===== src/rtl/noise_regs.sv =====
// Noise-channel register file (NR41..NR44) with field decode, trigger pulse and readback.
// Define NOISE_REG_READBACK_EN to build the readback mux; otherwise rdata is constant 8'hFF.
module noise_regs #(
  parameter int unsigned TRIG_HOLD = 1
) (
  input  logic       clk,
  input  logic       rst_n,
  input  logic       apuOn,
  input  logic [1:0] addr,
  input  logic       wr,
  input  logic [7:0] wdata,
  input  logic       rd,
  output logic [7:0] rdata,
  output logic       rvalid,
  output logic [5:0] lenLoad,
  output logic       lenStrobe,
  output logic [3:0] startVol,
  output logic       envAdd,
  output logic [2:0] envPeriod,
  output logic [3:0] clkShift,
  output logic       widthMode,
  output logic [2:0] divisor,
  output logic       lenEnable,
  output logic       trigger,
  output logic       dacOn
);

  localparam logic [3:0] HOLD = 4'(TRIG_HOLD);

  logic [5:0] nr41_q, nr41_d;
  logic [7:0] nr42_q, nr42_d;
  logic [7:0] nr43_q, nr43_d;
  logic       nr44_len_q, nr44_len_d;
  logic [3:0] trig_cnt_q, trig_cnt_d;
  logic       len_strobe_q, len_strobe_d;
  logic       rvalid_q, rvalid_d;

  // Read handshake: rd is a single-cycle request with no back-pressure; rvalid
  // pulses for exactly one cycle after each rd cycle and rdata holds until the next read.
  always_comb begin
    nr41_d       = nr41_q;
    nr42_d       = nr42_q;
    nr43_d       = nr43_q;
    nr44_len_d   = nr44_len_q;
    trig_cnt_d   = trig_cnt_q;
    len_strobe_d = apuOn & wr & (addr == 2'd0);
    rvalid_d     = rd;
    if (!apuOn) begin
      nr41_d     = '0;
      nr42_d     = '0;
      nr43_d     = '0;
      nr44_len_d = 1'b0;
      trig_cnt_d = '0;
    end else begin
      if (trig_cnt_q != 4'd0) trig_cnt_d = trig_cnt_q - 4'd1;
      if (wr) begin
        case (addr)
          2'd0: nr41_d = wdata[5:0];
          2'd1: begin
            nr42_d = wdata;
            // Silencing the DAC kills any pulse in flight.
            if (wdata[7:3] == 5'd0) trig_cnt_d = '0;
          end
          2'd2: nr43_d = wdata;
          default: begin
            nr44_len_d = wdata[6];
            // Reload rather than restart so back-to-back triggers merge into one pulse.
            if (wdata[7] && (nr42_q[7:3] != 5'd0) && (nr42_d[7:3] != 5'd0)) trig_cnt_d = HOLD;
          end
        endcase
      end
    end
  end

  always_ff @(posedge clk or negedge rst_n) begin
    if (!rst_n) begin
      nr41_q       <= '0;
      nr42_q       <= '0;
      nr43_q       <= '0;
      nr44_len_q   <= 1'b0;
      trig_cnt_q   <= '0;
      len_strobe_q <= 1'b0;
      rvalid_q     <= 1'b0;
    end else begin
      nr41_q       <= nr41_d;
      nr42_q       <= nr42_d;
      nr43_q       <= nr43_d;
      nr44_len_q   <= nr44_len_d;
      trig_cnt_q   <= trig_cnt_d;
      len_strobe_q <= len_strobe_d;
      rvalid_q     <= rvalid_d;
    end
  end

`ifdef NOISE_REG_READBACK_EN
  logic [7:0] rdata_q, rdata_d;

  // Mux reads the pre-write register contents, so rd+wr to one address returns the old value.
  always_comb begin
    rdata_d = rdata_q;
    if (rd) begin
      case (addr)
        2'd0:    rdata_d = 8'hFF;
        2'd1:    rdata_d = apuOn ? nr42_q : 8'h00;
        2'd2:    rdata_d = apuOn ? nr43_q : 8'h00;
        default: rdata_d = {1'b1, apuOn & nr44_len_q, 6'h3F};
      endcase
    end
  end

  always_ff @(posedge clk or negedge rst_n) begin
    if (!rst_n) rdata_q <= '0;
    else        rdata_q <= rdata_d;
  end

  assign rdata = rdata_q;
`else
  assign rdata = 8'hFF;
`endif

  assign rvalid    = rvalid_q;
  assign lenLoad   = nr41_q;
  assign lenStrobe = len_strobe_q;
  assign startVol  = nr42_q[7:4];
  assign envAdd    = nr42_q[3];
  assign envPeriod = nr42_q[2:0];
  assign clkShift  = nr43_q[7:4];
  assign widthMode = nr43_q[3];
  assign divisor   = nr43_q[2:0];
  assign lenEnable = nr44_len_q;
  assign trigger   = (trig_cnt_q != 4'd0);
  assign dacOn     = (nr42_q[7:3] != 5'd0);

endmodule


===== config.mk =====
export PLATFORM = sky130hd
export DESIGN_NAME = noise_regs
export DESIGN_NICKNAME = d
export VERILOG_FILES = /design/src/rtl/noise_regs.sv
export SDC_FILE = /design/constraint.sdc
export NUM_CORES = 1
export LEC_CHECK = 0
export ABC_CLOCK_PERIOD_IN_PS = 1500
export CAP_MARGIN = 20
export CORE_MARGIN = 1
export CORE_UTILIZATION = 45
export CTS_BUF_LIST = sky130_fd_sc_hd__clkbuf_8
export CTS_CLUSTER_SIZE = 14
export DETAILED_ROUTE_END_ITERATION = 12
export DONT_BUFFER_PORTS = 1
export PLACE_DENSITY = 0.72
export RECOVER_POWER = 25
export SLEW_MARGIN = 20
export SYNTH_ARGS = -nofsm -noshare
export SYNTH_HDL_FRONTEND = slang
export SYNTH_SLANG_ARGS = --single-unit

===== constraint.sdc =====
create_clock -name clk -period 1.5 [get_ports clk]
set_input_delay 0.3 -clock clk [delete_from_list [all_inputs] [get_ports clk]]
set_output_delay 0.3 -clock clk [all_outputs]
set_load 0.02 [all_outputs]

-- Yosys cells after proc, flatten, opt, wreduce, memory -nomap -nowiden
Index checks and enable logic that the tools add are counted.
- $add $sub $neg: 1
- eq/ne operators: 7
- mux-type cells: 18
- bitwise operators: 2
- reduce and logical (&&, ||, !) cells: 12
- operators by type and width (cell ; count):
    2-to-1 mux 8 bit ; 6
    2-to-1 mux 4 bit ; 5
    2-to-1 mux 6 bit ; 3
    != test 2 x 1 -> 1 bit (second input constant) ; 4
    one-hot mux 4 bit (2 select lines) ; 1
    AND reduction 2 bit ; 4
    zero test 5 bit ; 1
    nonzero test 5 bit ; 1
    nonzero test 4 bit ; 1
    subtractor 4 x 1 -> 4 bit (second input constant) ; 1
    2-to-1 mux 1 bit ; 3
    OR reduction 3 bit ; 1
    bitwise AND 1 bit ; 2
    == test 2 x 1 -> 1 bit (second input constant) ; 1
    == test 2 bit (second input constant) ; 1
    logical AND 1 bit ; 2
    zero test 2 bit ; 1
    != test 2 bit (second input constant) ; 1
    OR reduction 2 bit ; 1
- bits in registers: 29
- input port bits: 15
- output and inout bits: 35

-- Depth between registers and ports, before layout
- depth in word-level cells: 7
- depth in mapped cells: 6
- gate-level depth less buffers: 5

-- Worst setup path before layout
OpenSTA, ideal clock, no wires.
- kind: reg2reg
- from: register trig_cnt_q[0]
- to: register trig_cnt_q[1]
- library setup time: 104 ps
- data arrival time: 1366 ps
- setup slack: 30 ps
- stages on the path, launching flop included: 6
- period minus slack after synthesis: 1470 ps
- cells stage by stage: dfrtp_1 > inv_1 > ha_1 > or3b_1 > buf_6 > a221oi_1
- word-level cells in the longest chain between the ends: 6
- ends and longest elaborated chain (element ; line ; RTL):
    start, declared ; 34 ; logic [3:0] trig_cnt_q, trig_cnt_d;
    start signal, assigned ; 89 ; trig_cnt_q <= trig_cnt_d;
    nonzero test 4 bit (*) ; - ;
    via trigger ; 24 ; output logic trigger,
    2-to-1 mux 4 bit (*) ; 55 ; if (trig_cnt_q != 4'd0) trig_cnt_d = trig_cnt_q - 4'd1;
    2-to-1 mux 4 bit (on tied branches) ; 68, 62 ;
    one-hot mux 4 bit (2 select lines) ; 57 ; case (addr)
    2-to-1 mux 4 bit (*) ; 56 ; if (wr) begin
    2-to-1 mux 4 bit (*) ; 48 ; if (!apuOn) begin
    via trig_cnt_d[1] ; 34 ;
Mark *: on every way through the listed nets, which the timed path passes. The rest lies on a longest branch.
A chain may end at the register's enable or synchronous reset.

-- Worst setup path in the final report
- from: register trig_cnt_q[0]
- to: output port trigger
- word-level cells in the longest chain between the ends: 1
- ends and longest elaborated chain (element ; line ; RTL):
    nonzero test 4 bit ; 131 ; assign trigger = (trig_cnt_q != 4'd0);
    end, declared ; 24 ;
No other way between the ends.

==> impl_metrics.json <==
{
  "post_drt_via_cell_ratio": 5.18,
  "final_area_um2": 1710,
  "insertion_delay_ns": 0.28,
  "finalNonFillerCells": 182,
  "die_area_um2": 3460,
  "drtIter0Drc": 12,
  "hp-class": "primary input to register",
  "seqPwrFrac_pct": 35.9,
  "final_common_cell": "dfrtp_1",
  "synthTopCellsByArea": "dfrtp_1 50%, mux2i_1 16%, nor2b_1 9.9%, buf_4 4.1%, o311ai_4 1.8%",
  "antenna_found_initial": 0,
  "seqCellArea_um2": 727,
  "diodes": 0,
  "ant_nets": 0,
  "final_cell_mix": "28 x dfrtp_1, 23 x mux2i_1, 23 x nor2b_1",
  "timing.fmax_ghz": 0.586,
  "cts_buffers": 5,
  "syn2layout_area_growth_pct": 17.7,
  "violations": "setup timing",
  "routed_wl_um": 2910,
  "drive_above_1_share_pct": 22.5,
  "maxSlewViolCount": 0,
  "ir_drop_mv": 0.932,
  "end_kind": "primary output",
  "finalSetupViolations": 3,
  "period_share_pct": 114,
  "grt_pass1_wl_um": 4660,
  "rrSetupSlack_ns": -0.01,
  "io_pins": 50,
  "cts_sinks": 29,
  "power.density_nw_per_um2": 1510,
  "rows": 20,
  "core_um2": 3050,
  "swShare_pct": 27.2,
  "r2r_start": "trig_cnt_q[0]",
  "syn_avg_cell_area_um2": 11.7,
  "cp.arrival_ns": 1.41,
  "status": "finished, violations left",
  "startpoint": "trig_cnt_q[0]",
  "synth_top_flop_cell": "dfrtp_1",
  "fin_skew_ns": 0.00329,
  "cts_htree_levels": 2,
  "p_switching_uw": 701,
  "dp.cells": 167,
  "relSlewSlack_pct": 53.0,
  "synth-edff-count": 0,
  "drc_errors": 0,
  "clk_pin_slew_ns": 0.06,
  "yosys_warnings": 0,
  "period_needed_ns": 1.71,
  "pre_cts_ws_ns": -0.0768,
  "ys_types": 32,
  "finalHoldViolCount": 0,
  "crit_family": "flip-flops",
  "placed_cell_area_um2": 1480,
  "worst_slack_ns": -0.206,
  "grt_pass1_vias": 975,
  "clkPwrFrac_pct": 37.0,
  "combinationalPowerShare_pct": 27.0,
  "p_leak_uw": 0.000850,
  "die_w_um": 58.8,
  "ys_seq_area_share_pct": 50.0,
  "portBuffers": 0,
  "worst_hold_slack_ns": 0.0488,
  "firstDrtPassIters": 4,
  "grt_max_degree": 30,
  "worstHoldStart": "rd",
  "n_fill_cell": 279,
  "die_h_um": 58.8,
  "slowest_delay_ns": 0.38,
  "overflow": 0,
  "start_util_pct": 47.5,
  "path_max_fanout": 2,
  "gp_congestion": 0.867,
  "ys_ff_latch": 29,
  "wire_per_inst_um": 16.0,
  "cts_buffer_depth": 2,
  "path_buf_inv": 2,
  "clockRootBuffer": "clkbuf_8",
  "cap_viol_max_count": 0,
  "netlist.area_leader.share_pct": 50.0,
  "p_int_uw": 1880,
  "final_nets": 153,
  "synth_top_area_cell": "dfrtp_1",
  "hpwl_um": 1950,
  "grt_use_total_pct": 19.0,
  "slowest_stage": "dfrtp_1",
  "vias": 942,
  "cts_tree": "done",
  "path_class": "register to primary output",
  "synthArstFlopShare_pct": 100,
  "syn_inst": 124,
  "rsz0062_at_grt": "true",
  "syn-cell-area_um2": 1450,
  "worstPathCellList": "inv_1 > ha_2 > or3b_4 > buf_6",
  "worst_pin_slew_ns": 0.704,
  "crit_path_start_kind": "register",
  "required_ns": 1.20,
  "multi_input_area_um2": 676,
  "fin_tns_setup_ns": -0.218
}
sequential cells by signal (all words and copies together), names as in the netlist:
| name | count |
|---|---|
| lenEnable | 1 |
| trig_cnt_q | 4 |
| lenLoad | 6 |
| rvalid | 1 |
| nr43_q | 8 |
| lenStrobe | 1 |
| nr42_q | 8 |
layout make-up:
| cell class | instances | area share, % |
|---|---|---|
| timing repair buffer | 14 | 6.15 |
| sequential | 29 | 42.6 |
| tap | 44 | 3.22 |
| inverter | 3 | 0.659 |
| multi-input combinational | 84 | 39.6 |
| clock buffer | 5 | 4.03 |
| clock inverter | 3 | 3.81 |
timing repair:
item	CTS	global route
hold endpoints to repair	29	0
hold buffers	2	0
pin swaps	3	0
gates resized for setup	6	6
endpoints found under the setup margin	4	5
setup buffers	3	2
path summary, 6_finish.rpt:
path,to,cells past startpoint
max in group asynchronous,nr42_q[3],2
setup / recovery,trigger,4
hold reg to reg,trig_cnt_q[2],3
hold / removal,rvalid,0
min in group asynchronous,lenLoad[1],2
setup reg to reg,trig_cnt_q[1],5
cells in the mapped netlist (all sizes together) (2+ instances only):
cell    number
clkbuf       2
mux2i       23
nor2         2
buf         13
a21oi        3
nand3b       2
nand2        3
nor2b       23
and2         2
dfrtp       29
inv          3
cells by family after synthesis:
logic type / Yosys count / synth area share, %
adders and majority gates: 1 / 0.862
and+or+nand+nor: 40 / 17.6
buffers and inverters: 18 / 8.02
AOI/OAI and AO/OA: 10 / 6.21
xor gates and xnor gates: 2 / 1.21
DFF: 29 / 50.0
muxes: 23 / 15.9
other: 1 / 0.258
worst register-to-register path, delay by kind of cell (launching register included):
family	cells	cell delay, ns
flip-flops	1	0.38
AND/OR/NAND/NOR	1	0.38
buffers and inverters	2	0.24
adder cells (fa/ha/maj)	1	0.16
AO/OA/AOI/OAI	1	0.25
power groups by stage:
stage / sequential [µW] / clock, µW / combinational (µW)
2_1_floorplan: 938 / 0 / 387
6_report: 926 / 955 / 697
4_1_cts: 924 / 974 / 628
5_1_grt: 933 / 1020 / 753
3_3_place_gp: 934 / 0 / 400
3_5_place_dp: 943 / 0 / 435
through the flow:
stage / util (%) / total power (µW)
6_report: 55.9 / 2580
5_1_grt: 55.9 / 2700
4_1_cts: 55.5 / 2530
3_5_place_dp: 48.5 / 1380
3_3_place_gp: 48.5 / 1330
2_1_floorplan: - / 1320
metal layers:
layer  global-route usage, %  vias up  routed length, µm
met2                    33.1       41               1590
li1                        -      430                  -
met1                    21.1      468               1100
met5                       0        -                  0
met3                    8.57        3                216
met4                    4.76        0                 16
Note: power is estimated with default switching activity, not from simulation.
